$ cat src/rtl/etm_ctrl_pkg.sv
// Shared types for the ETM multiplier sequencer: FSM states, path selection
// and the step-counter width helper.
package etm_ctrl_pkg;

    typedef enum logic [1:0] {
        IDLE = 2'd0,
        MUL  = 2'd1,
        DONE = 2'd2
    } state_t;

    typedef enum logic {
        EXACT  = 1'b0,
        APPROX = 1'b1
    } mode_t;

    function automatic int cnt_width(input int s);
        return (s > 1) ? $clog2(s) : 1;
    endfunction

endpackage

$ cat src/rtl/etm.sv
// Combinational ETM non-multiplication part on N-bit operands: from the highest
// bit set in either operand (weighted by 2^N), every lower result bit is forced to 1.
module etm #(
    parameter int N = 8
) (
    input  logic [N-1:0]   a_i,
    input  logic [N-1:0]   b_i,
    output logic [2*N-1:0] p_o
);

    logic [N-1:0] or_s;

    assign or_s = a_i | b_i;

    for (genvar k = 0; k < N; k++) begin : g_hi
        assign p_o[N+k] = |or_s[N-1:k];
    end

    assign p_o[N-1:0] = {N{|or_s}};

endmodule

$ cat src/rtl/etm_seq_mul.sv
// S x S unsigned shift-add core, one multiplier bit per enabled cycle, LSB first.
// prod_o is the accumulator value after the current step, so done_o and prod_o agree.
module etm_seq_mul #(
    parameter int S = 8
) (
    input  logic           clk_i,
    input  logic           rst_i,
    input  logic           start_i,
    input  logic           en_i,
    input  logic           last_i,
    input  logic [S-1:0]   a_i,
    input  logic [S-1:0]   b_i,
    output logic           done_o,
    output logic [2*S-1:0] prod_o
);

    logic [2*S-1:0] mcand_r;
    logic [S-1:0]   mplr_r;
    logic [2*S-1:0] acc_r;
    logic [2*S-1:0] acc_next_s;

    assign acc_next_s = acc_r + (mplr_r[0] ? mcand_r : {(2*S){1'b0}});
    assign prod_o     = acc_next_s;
    assign done_o     = en_i & last_i;

    // Operand load on start, one shift-add step per enabled cycle
    always_ff @(posedge clk_i) begin
        if (rst_i) begin
            mcand_r <= {(2*S){1'b0}};
            mplr_r  <= {S{1'b0}};
            acc_r   <= {(2*S){1'b0}};
        end else if (start_i) begin
            mcand_r <= {{S{1'b0}}, a_i};
            mplr_r  <= b_i;
            acc_r   <= {(2*S){1'b0}};
        end else if (en_i) begin
            mcand_r <= {mcand_r[2*S-2:0], 1'b0};
            mplr_r  <= {1'b0, mplr_r[S-1:1]};
            acc_r   <= acc_next_s;
        end else begin
            mcand_r <= mcand_r;
            mplr_r  <= mplr_r;
            acc_r   <= acc_r;
        end
    end

endmodule

$ cat src/rtl/etm_mul_ctrl.sv
// Sequencer for the ETM approximate multiplier: valid/ready operand intake, exact or
// approximate path selection, fixed S-cycle core run. `ETM_STATS_EN adds accept counters.
module etm_mul_ctrl
    import etm_ctrl_pkg::*;
#(
    parameter int W = 16
) (
    input  logic           clk_i,
    input  logic           rst_i,
    input  logic           in_valid_i,
    output logic           in_ready_o,
    input  logic [W-1:0]   x_i,
    input  logic [W-1:0]   y_i,
    output logic           out_valid_o,
    input  logic           out_ready_i,
    output logic [2*W-1:0] p_o,
`ifdef ETM_STATS_EN
    output logic [31:0]    n_exact_o,
    output logic [31:0]    n_approx_o,
`endif
    output logic           approx_o
);

    localparam int S  = W / 2;
    localparam int CW = cnt_width(S);

    state_t         state_r;
    state_t         state_s;
    mode_t          mode_s;
    mode_t          mode_r;
    logic [CW-1:0]  cnt_r;
    logic           accept_s;
    logic           core_en_s;
    logic           last_s;
    logic           core_done_s;
    logic [S-1:0]   op_a_s;
    logic [S-1:0]   op_b_s;
    logic [2*S-1:0] core_prod_s;
    logic [2*S-1:0] etm_s;
    logic [2*S-1:0] etm_lo_r;
    logic [2*W-1:0] p_r;
    logic           approx_r;
    logic           out_valid_r;
    logic           in_ready_r;

    assign last_s = (cnt_r == CW'(S - 1));
    assign mode_s = ((x_i[W-1:S] == {S{1'b0}}) && (y_i[W-1:S] == {S{1'b0}})) ? EXACT : APPROX;
    assign op_a_s = (mode_s == EXACT) ? x_i[S-1:0] : x_i[W-1:S];
    assign op_b_s = (mode_s == EXACT) ? y_i[S-1:0] : y_i[W-1:S];

    etm #(.N(S)) u_etm (
        .a_i (x_i[S-1:0]),
        .b_i (y_i[S-1:0]),
        .p_o (etm_s)
    );

    etm_seq_mul #(.S(S)) u_core (
        .clk_i   (clk_i),
        .rst_i   (rst_i),
        .start_i (accept_s),
        .en_i    (core_en_s),
        .last_i  (last_s),
        .a_i     (op_a_s),
        .b_i     (op_b_s),
        .done_o  (core_done_s),
        .prod_o  (core_prod_s)
    );

    // FSM state register
    always_ff @(posedge clk_i) begin
        if (rst_i) begin
            state_r <= IDLE;
        end else begin
            state_r <= state_s;
        end
    end

    // Next-state and core control; DONE deliberately never accepts
    always_comb begin
        state_s   = state_r;
        accept_s  = 1'b0;
        core_en_s = 1'b0;
        case (state_r)
            IDLE: begin
                if (in_valid_i) begin
                    accept_s = 1'b1;
                    state_s  = MUL;
                end else begin
                    state_s  = IDLE;
                end
            end
            MUL: begin
                core_en_s = 1'b1;
                if (last_s) begin
                    state_s = DONE;
                end else begin
                    state_s = MUL;
                end
            end
            DONE: begin
                if (out_ready_i) begin
                    state_s = IDLE;
                end else begin
                    state_s = DONE;
                end
            end
            default: state_s = IDLE;
        endcase
    end

    // Step counter, accept-time capture and registered result/handshake outputs
    always_ff @(posedge clk_i) begin
        if (rst_i) begin
            cnt_r       <= {CW{1'b0}};
            mode_r      <= EXACT;
            etm_lo_r    <= {(2*S){1'b0}};
            p_r         <= {(2*W){1'b0}};
            approx_r    <= 1'b0;
            out_valid_r <= 1'b0;
            in_ready_r  <= 1'b1;
        end else begin
            if (core_en_s) begin
                cnt_r <= last_s ? {CW{1'b0}} : cnt_r + CW'(1);
            end else begin
                cnt_r <= cnt_r;
            end
            if (accept_s) begin
                mode_r   <= mode_s;
                etm_lo_r <= etm_s;
            end else begin
                mode_r   <= mode_r;
                etm_lo_r <= etm_lo_r;
            end
            if (core_done_s) begin
                p_r      <= (mode_r == EXACT) ? {{(2*W-2*S){1'b0}}, core_prod_s}
                                              : {core_prod_s, etm_lo_r};
                approx_r <= (mode_r == APPROX);
            end else begin
                p_r      <= p_r;
                approx_r <= approx_r;
            end
            out_valid_r <= (state_s == DONE);
            in_ready_r  <= (state_s == IDLE);
        end
    end

    assign p_o         = p_r;
    assign approx_o    = approx_r;
    assign out_valid_o = out_valid_r;
    assign in_ready_o  = in_ready_r;

`ifdef ETM_STATS_EN
    logic [31:0] n_exact_r;
    logic [31:0] n_approx_r;

    // Per-mode accept counters, wrapping naturally at 2^32
    always_ff @(posedge clk_i) begin
        if (rst_i) begin
            n_exact_r  <= 32'd0;
            n_approx_r <= 32'd0;
        end else if (accept_s) begin
            n_exact_r  <= (mode_s == EXACT)  ? n_exact_r + 32'd1  : n_exact_r;
            n_approx_r <= (mode_s == APPROX) ? n_approx_r + 32'd1 : n_approx_r;
        end else begin
            n_exact_r  <= n_exact_r;
            n_approx_r <= n_approx_r;
        end
    end

    assign n_exact_o  = n_exact_r;
    assign n_approx_o = n_approx_r;
`endif

endmodule
$ cat config.mk
export PLATFORM = sky130hd
export DESIGN_NAME = etm_mul_ctrl
export DESIGN_NICKNAME = d
export VERILOG_FILES = /design/src/rtl/etm_ctrl_pkg.sv /design/src/rtl/etm.sv /design/src/rtl/etm_seq_mul.sv /design/src/rtl/etm_mul_ctrl.sv
export SDC_FILE = /design/constraint.sdc
export NUM_CORES = 1
export LEC_CHECK = 0
export BUFFER_PORTS_ARGS = -buffer_cell sky130_fd_sc_hd__buf_2
export CORE_UTILIZATION = 44
export DETAILED_ROUTE_END_ITERATION = 8
export PLACE_DENSITY_LB_ADDON = 0.25
export SYNTH_ARGS = -nofsm -noshare
export SYNTH_HDL_FRONTEND = slang
export SYNTH_HIERARCHICAL = 1
export SYNTH_SLANG_ARGS = --single-unit
$ cat constraint.sdc
create_clock -name clk_i -period 6.7 [get_ports clk_i]
set_input_delay 0 -clock clk_i [delete_from_list [all_inputs] [get_ports clk_i]]
set_output_delay 0 -clock clk_i [all_outputs]
set_load 0.02 [all_outputs]
==> impl_metrics.tcl, run 1 <==
set metrics [dict create \
    grt_usage_pct 20.45 \
    drc 0 \
    die_x_um 107.5 \
    slowest_stage "and2_1" \
    diodes 0 \
    worst_setup_path_start_kind "flip-flop" \
    syn_area_per_cell_um2 8.886 \
    powerDensity_nw_per_um2 194.7 \
    worstPathRequired_ns 6.92 \
    start_util_pct 45.16 \
    yosys_most_used_dff "dfxtp_1" \
    synth-seq-cells 97 \
    slowest_delay_ns 0.94 \
    clkLatencyLatePin_ns 0.36 \
    synth_nets 605 \
    drt_iter0_markers 279 \
    crit_arrival_ns 3.70 \
    synth_area_leaders "dfxtp_1 40%, mux2i_1 13%, nor2_1 8.3%" \
    final_util_pct 51.63 \
    cts_tree "built" \
    period_needed_ns 3.484 \
    rr_startpoint "state_r[1]" \
    clk_pin_slew_ns 0.09 \
    met1_usage_pct 26.93 \
    grt_max_degree 76 \
    crit_fanout 47 \
    holdWs_ns 0.01154 \
    layout-drive-gt1-share_pct 16.42 \
    antenna_found_initial 0 \
    place_congestion 0.8573 \
    cp-end-kind "flip-flop" \
    io_pins 71 \
    dieArea_um2 11550 \
    ant_nets 0 \
    critPathKind "reg -> reg" \
    async_reset_ff_share_pct 0 \
    ir_drop_mv 0.09776 \
    cts_buffer_depth 2 \
    critPathLaunch "state_r[1]" \
    grt_util_met2_pct 33.79 \
    cts_buffers 9 \
    grt-busiest-layer "met2" \
    clkSinkCount 97 \
    critPathTopFamily "buffers and inverters" \
    syn_area_um2 4896 \
    worstPathCellList "nand2b_1, inv_2, buf_4, and2_1, clkinv_1, a22oi_1, nor2_1" \
    nNetsFinal 664 \
    first_pass_iters 5 \
    maxSlewViolCount 0 \
    first_global_vias 3745 \
    num_rows 38 \
    synthCells 551 \
    vias_per_cell 5.301 \
    grt-ovfl-total 0 \
    vias 4002 \
    ctsHtreeMaxLevel 3 \
    fmax_mhz 287.0 \
    grt_setup_unrepaired "false" \
    yosysWarnings 6 \
    slew_headroom_pct 28.60 \
    dp_hpwl_um 8138 \
    status "finished, final reports clean" \
    use_met3_pct 2.785 \
    synthToLayoutAreaGrowth_pct 14.31 \
    crit_buf_inv 3 \
    cts_root_buf "clkbuf_8" \
    core_um2 10840 \
    worstMarginPinSlew_ns 1.071 \
    worstHoldPathType "in -> reg" \
    fin_skew_ns 0.009472 \
    wl_per_cell_um 15.18 \
    ys_types 54 \
    wl_um 11460 \
    cts_resized 0 \
    ctsHoldBuffers 17 \
    period_share_pct 52.00 \
    finalSetupViolations 0 \
    hold_violations 0 \
    port_buffers 70 \
    fin_tns_setup_ns 0 \
    grt_pass1_wl_um 18330 \
    p_leak_nw 2.434 \
    synth_top_cell_area_share_pct 39.66 \
    yosysSeqAreaShare_pct 39.66 \
    yosysTopAreaCell "dfxtp_1" \
    total_power_mw 1.090 \
    synth_edf_count 0 \
    drv_cap 0 \
    die_h_um 107.5 \
    hp-start "x_i[14]" \
    postCtsSetupRepairBufs 0 \
]
==> where the power goes <==
| part | leakage, nW | switching [mW] | internal [mW] |
|---|---|---|---|
| combinational | 1.56 | 0.0681 | 0.0543 |
| sequential | 0.790 | 0.0148 | 0.594 |
| clock | 0.0863 | 0.201 | 0.157 |
| total | 2.43 | 0.284 | 0.806 |
==> logic make-up (layout without fill, tap and decap cells) <==
logic type	Yosys count	in the layout	share of synthesized area, %
AO/OA/AOI/OAI	115	115	16.87
XOR/XNOR	12	12	2.147
adder cells (fa/ha/maj)	18	18	4.753
buffers and inverters	52	116	5.034
flip-flops	97	97	39.66
multiplexers	62	62	12.68
AND/OR/NAND/NOR	195	195	18.86
==> synthesized netlist by cell type, types with 4 or more instances <==
master / number
dfxtp_1: 97
nand3_1: 11
and3_1: 5
inv_1: 8
a22oi_1: 16
a21oi_1: 34
clkbuf_1: 24
xnor2_1: 7
buf_4: 8
mux2i_1: 62
a21o_1: 22
nor4_1: 4
nand4_1: 4
nor3_1: 5
ha_1: 17
buf_1: 4
a211oi_1: 16
xor2_1: 5
and2_1: 20
nand2_1: 22
nor2_1: 108
buf_2: 5
==> path summary, 6_finish.rpt <==
path,to,slack [ns],depth (start not counted)
max,p_o[20],3.22,7
min,u_core/mcand_r[6],0.01,4
max reg2reg,p_o[20],3.22,7
min reg2reg,u_core/acc_r[5],0.47,2
==> final cells by class <==
class | instances | area [um2]
Fill cell | 1025 | 5244
Multi-Input combinational cell | 402 | 2713
Sequential cell | 97 | 1942
Timing Repair Buffer | 91 | 550.5
Tap cell | 140 | 175.2
Clock buffer | 13 | 158.9
Inverter | 9 | 33.78
Clock inverter | 3 | 23.77
==> metal layers <==
layer,part of all wire [%],up-vias
li1,-,2049
met1,47,1888
met2,48,57
met3,3.8,8
met4,1.2,0
met5,0,-
==> flip-flops by register name, indices dropped and copies added (netlist names) <==
| signal | count |
|---|---|
| p_o | 32 |
| etm_lo_r | 16 |
| u_core/acc_r | 16 |
| approx_o | 1 |
| mode_r | 1 |
| cnt_r | 3 |
| out_valid_o | 1 |
| u_core/mplr_r | 8 |
| state_r | 2 |
| u_core/mcand_r | 16 |
| in_ready_o | 1 |
==> placed cells by master, fill, tap and decap left out, types with 16 or more instances in the layout <==
master and count:
dlygate4sd3_1 17, and2_1 20, buf_2 70, a22oi_1 16, mux2i_1 62, a211oi_1 16, nand2_1 22, a21o_1 22
nor2_1 108, dfxtp_1 97, ha_1 17, a21oi_1 34
==> worst register-to-register path: stages (launching register included) <==
cell,delay [ns]
dfxtp_1,0.35
nand2b_1,0.22
inv_2,0.07
buf_4,0.54
and2_1,0.96
clkinv_1,0.77
a22oi_1,0.37
nor2_1,0.07
==> metrics by stage <==
step                      setup slack (ns)  std cells  instance area [um2]
after floorplan                      4.042        551                 4896
after global placement               3.389        722                 5244
after detailed placement             3.246        722                 5244
after CTS                            3.209        755                 5597
after global routing                 2.899        755                 5597
final                                3.216        755                 5597
Note: power is estimated with default switching activity, not from simulation.
==> inputs of run 2 (changes only) <==
clock period = 3.2 ns   (was 6.7 ns; I/O delays follow)
==> run 2 against run 1 <==
Combinational power is 120% higher. Critical path depth grew 3. Cell count rose by 0.66%. Wire length grew 7.0%. First-iteration DRC count is 13% higher. Non-clock buffer count is 6 higher. Largest cell class unchanged.
==> impl_metrics.tcl, run 2 (same netlist as run 1, synthesis figures left out) <==
set metrics [dict create \
    status "finished, final reports clean" \
    cts_tree "built" \
    cts_buffers 9 \
    diodes 0 \
    cts_root_buf "clkbuf_8" \
    worstMarginPinSlew_ns 0.7439 \
    cts_buffer_depth 2 \
    path_depth 10 \
    vias_per_cell 5.316 \
    start_util_pct 45.16 \
    crit_buf_inv 0 \
    final_common_cell "nor2_1" \
    critPathTopFamily "compound AO/OA/AOI/OAI gates" \
    worstPathCellList "and2_1, ha_1, fa_1, a21o_2, a221oi_4, o221ai_2, a31oi_1, xnor2_1, mux2i_1, a211oi_1" \
    powerDensity_nw_per_um2 407.1 \
    grt_pass1_wl_um 19360 \
    grt_usage_pct 21.81 \
    num_rows 38 \
    worstHoldPathType "in -> reg" \
    fillers 1028 \
    io_pins 71 \
    drc 0 \
    place_congestion 0.8669 \
    fin_skew_ns 0.008313 \
    final_cell_mix "108 x nor2_1, 97 x dfxtp_1, 70 x buf_2" \
    crit_fanout 17 \
    grt_max_degree 75 \
    holdPathStages 4 \
    grt_setup_unrepaired "false" \
    largest_reg_flops 32 \
    slew_headroom_pct 50.20 \
    fmax_mhz 341.7 \
    die_h_um 107.5 \
    slowest_delay_ns 0.46 \
    dieArea_um2 11550 \
    final-seq-area_um2 1942 \
    cp-end-kind "flip-flop" \
    crit_arrival_ns 3.21 \
    ctsHoldBuffers 19 \
    postCtsSetupRepairBufs 0 \
    cts_resized 0 \
    core_um2 10840 \
    holdWs_ns 0.01391 \
    slowest_stage "dfxtp_1" \
    dp_hpwl_um 8692 \
    wl_per_cell_um 16.14 \
    vias 4040 \
    fin_tns_setup_ns 0 \
    clk_pin_slew_ns 0.09 \
    layout-drive-gt1-share_pct 16.94 \
    ir_drop_mv 0.1831 \
    finalSetupViolations 0 \
    clkLatencyLatePin_ns 0.36 \
    p_leak_nw 2.465 \
    drv_cap 0 \
    die_x_um 107.5 \
    nNetsFinal 670 \
    clkSinkCount 97 \
    grt-ovfl-total 0 \
    antenna_found_initial 0 \
    wl_um 12270 \
    worst_setup_path_start_kind "flip-flop" \
    ctsHtreeMaxLevel 3 \
    first_global_vias 3784 \
    worstPathRequired_ns 3.48 \
    drt_iter0_markers 315 \
    multiInputGateArea_um2 2713 \
    maxSlewViolCount 0 \
    ant_nets 0 \
    period_share_pct 91.45 \
    port_buffers 70 \
    critPathKind "reg -> reg" \
    synthToLayoutAreaGrowth_pct 15.28 \
    first_pass_iters 4 \
    worstRegToRegCells 10 \
    period_needed_ns 2.927 \
    hold_violations 0 \
]
==> run 2: changes by cell type in the layout (fill, tap and decap cells not counted) <==
cell	delta
dlygate4sd3_1	+2
clkinv_4	+1
clkinvlp_4	-1
buf_4	+4
clkbuf_1	-1
==> run 2: per-layer routing <==
| metal | GRT usage [%] | up-vias | wire (um) |
|---|---|---|---|
| met1 | 30.00 | 1853 | 5824 |
| met4 | 9.100 | 0 | 272 |
| met3 | 3.087 | 21 | 496 |
| met5 | 0 | - | 0 |
| li1 | - | 2065 | - |
| met2 | 34.02 | 101 | 5674 |
==> run 2: worst reg2reg max path: cells and delay by family (launching register included) <==
| family | cells | cell delay (ns) |
|---|---|---|
| AOI/OAI and AO/OA | 5 | 1.21 |
| xor gates and xnor gates | 1 | 0.21 |
| adders and majority gates | 2 | 0.63 |
| DFF | 1 | 0.46 |
| muxes | 1 | 0.12 |
| and+or+nand+nor | 1 | 0.21 |
==> run 2: path summary, 6_finish.rpt <==
path / from / endpoint / slack, ns
setup reg to reg: u_core/mplr_r[0] / p_o[12] / 0.27
hold / removal: x_i[15] / u_core/mcand_r[7] / 0.01
hold reg to reg: cnt_r[1] / cnt_r[1] / 0.47
setup / recovery: u_core/mplr_r[0] / p_o[12] / 0.27
==> run 2: layout make-up <==
type / instances / area share [%]
inverters: 9 / 0.5985
clock inverters: 3 / 0.4434
clock buffers: 12 / 2.749
multi-input cells: 402 / 48.06
repair buffers: 97 / 10.64
flip-flops and latches: 97 / 34.40
well taps: 140 / 3.104
==> run 2: stage by stage <==
stage	setup WS [ns]	instance area (um2)	utilization (%)	power [mW]	std cells
after floorplan	0.5420	4896	-	1.468	551
after global placement	0.3866	5274	48.65	1.543	726
after detailed placement	0.3068	5274	48.65	1.549	726
after CTS	0.2917	5644	52.07	2.315	760
after global routing	0.07743	5644	52.07	2.394	760
final	0.2735	5644	52.07	2.298	760
==> run 2: where the power goes <==
group,switching [mW],total (mW),internal [mW]
registers,0.0284,1.27,1.24
clock network,0.430,0.757,0.326
logic,0.151,0.268,0.117
==> inputs of run 3 (changes only) <==
ABC_AREA = 1   (was not set)
SYNTH_HIERARCHICAL = not set   (was 1)
==> run 3 against run 2 <==
Count of clock-buffer cells in the layout is 3 lower. Critical path depth is 1 higher. Wire length is 3.4% higher. Area after synthesis is 4.7% lower. Worst setup slack better by 0.59 ns. Clock power is 36% higher. Clock skew is 0.0034 ns higher. Combinational power is 9.0% higher. Largest power group unchanged. Cell area is 2.2% lower. Sequential share of layout area is 2.1 points lower. Via count is 14% higher. Global-route usage is 2.0 points higher.
==> impl_metrics.tcl, run 3 <==
set metrics [dict create \
    maxSlewViolCount 0 \
    synth_edf_count 0 \
    worstHoldPathType "in -> reg" \
    drv_cap 0 \
    cts_buffers 9 \
    yosysWarnings 0 \
    synth_nets 728 \
    p_int_mw 1.865 \
    clkPwrFrac_pct 40.8 \
    clkLatencyLatePin_ns 0.37 \
    synth_area_leaders "dfxtp_1 38%, nand2_1 15%, inv_1 8.0%" \
    dpl_worst_slack_ns 0.9522 \
    io_pins 71 \
    finalSetupViolations 0 \
    grt_max_degree 37 \
    ctsHtreeMaxLevel 3 \
    r2r_slack_ns 0.87 \
    final_cells 893 \
    grt_setup_unrepaired "false" \
    nNetsFinal 806 \
    yosysSeqAreaShare_pct 38.20 \
    fin_skew_ns 0.01169 \
    vias 4599 \
    wl_per_cell_um 14.20 \
    cts_tree "built" \
    die_h_um 105.0 \
    grt-ovfl-total 0 \
    num_rows 37 \
    cts_root_buf "clkbuf_8" \
    dieArea_um2 11020 \
    syn_area_per_cell_um2 6.921 \
    first_global_vias 4425 \
    dpl.cell_count 856 \
    p_seq_share_pct 47.6 \
    diodes 0 \
    worst_setup_path_start_kind "flip-flop" \
    power_frac_comb_pct 11.6 \
    period_needed_ns 2.335 \
    wl_um 12690 \
    ant_nets 0 \
    postCtsSetupRepairBufs 0 \
    async_reset_ff_share_pct 0 \
    switchingPower_uw 649.4 \
    place_congestion 0.8855 \
    status "finished, final reports clean" \
    die_x_um 105.0 \
    critPathKind "reg -> reg" \
    synth_top_cell_area_share_pct 38.20 \
    final_common_cell "nand2_1" \
    worstPathRequired_ns 3.50 \
    period_share_pct 72.97 \
    setup_ws_ns 0.8650 \
    crit_fanout 17 \
    largest_reg_flops 32 \
    finalInstanceArea_um2 5518 \
    p_sw_share_pct 25.83 \
    p_leak_nw 2.931 \
    start_util_pct 45.18 \
    final_cell_mix "183 x nand2_1, 100 x inv_1, 89 x dfxtp_1" \
    vias_per_cell 5.150 \
    worstMarginPinSlew_ns 0.7501 \
    clk_pin_slew_ns 0.10 \
    final-seq-area_um2 1782 \
    drc 0 \
    synth-seq-cells 89 \
    yosysTopAreaCell "dfxtp_1" \
    synth.most_common_cell "nand2_1" \
    netlist_top_cells_count "183 x nand2_1, 100 x inv_1, 89 x dfxtp_1" \
    clkSinkCount 89 \
    synthToLayoutAreaGrowth_pct 18.29 \
    ir_drop_mv 0.2933 \
    yosys_most_used_dff "dfxtp_1" \
    grt_pass1_wl_um 20740 \
    powerDensity_nw_per_um2 455.7 \
    drt_iter0_markers 244 \
    cp-end-kind "flip-flop" \
    core_um2 10320 \
    fmax_mhz 428.3 \
    ys_types 37 \
    grt_usage_pct 23.79 \
    hold_violations 0 \
    slew_headroom_pct 49.99 \
    multiInputGateArea_um2 2333 \
    first_pass_iters 5 \
    dpl_cell_area_um2 5042 \
    syn_area_um2 4664 \
    fin_tns_setup_ns 0 \
    dp_hpwl_um 8792 \
    synthCells 674 \
    crit_arrival_ns 2.63 \
    port_buffers 70 \
    fillers 1008 \
    cts_buffer_depth 2 \
    layout-drive-gt1-share_pct 14.93 \
    antenna_found_initial 0 \
]
[run 3: layer usage]
layer  wire (um)  up-vias  global-route usage [%]
met5           0        -                       0
met4         224        0                   8.652
met3         680       22                   3.743
met2        6089      172                   41.91
met1        5691     2110                   29.17
li1            -     2295                       -
[run 3: logic make-up after synthesis]
kind of cell               synth area share (%)
and+or+nand+nor                           26.10
DFF                                       38.20
AOI/OAI and AO/OA                         17.27
buffers and inverters                     11.78
adders and majority gates                 4.989
xor gates and xnor gates                  1.663
[run 3: power groups by stage]
stage / Sequential [mW] / Combinational (mW) / Clock, mW
finish: 1.20 / 0.292 / 1.03
global route: 1.20 / 0.326 / 1.08
CTS: 1.20 / 0.287 / 1.04
detailed placement: 1.22 / 0.264 / 0
global placement: 1.22 / 0.260 / 0
floorplan: 1.20 / 0.203 / 0
[run 3: layout make-up]
class	instances	share of cell area [%]
Timing Repair Buffer	91	10.16
Clock buffer	9	2.245
Multi-Input combinational cell	454	42.29
Inverter	107	7.370
Clock inverter	7	2.562
Sequential cell	89	32.29
Tap cell	136	3.084
[run 3: critical path, cell delays in order (launching register included)]
cell and delay (ns):
dfxtp_1 0.71, nand2_1 0.11, inv_1 0.07, ha_1 0.20
fa_1 0.25, nand3_1 0.08, nand2_1 0.11, nand2_1 0.07
nand2_1 0.10, xor2_1 0.30, nand2_1 0.11, a21oi_1 0.15
[run 3: path summary, 6_finish.rpt]
check,start,endpoint,cells past startpoint
max,u_core.mplr_r[0],p_o[8],11
min,y_i[0],etm_lo_r[8],5
max reg2reg,u_core.mplr_r[0],p_o[8],11
min reg2reg,p_o[16],p_o[16],2
[run 3: repair_timing]
action | CTS | global route
hold buffers | 21 | 0
hold endpoints to repair | 20 | 0
gates resized for setup | 0 | 0
[run 3: through the flow]
step / power, mW / utilization [%] / hold slack, ns
after floorplan: 1.408 / - / 0.1122
after global placement: 1.479 / 48.84 / 0.2214
after detailed placement: 1.485 / 48.84 / 0.2317
after CTS: 2.524 / 53.45 / 0.0003730
after global routing: 2.605 / 53.45 / 0.01964
final: 2.515 / 53.45 / 0.006531
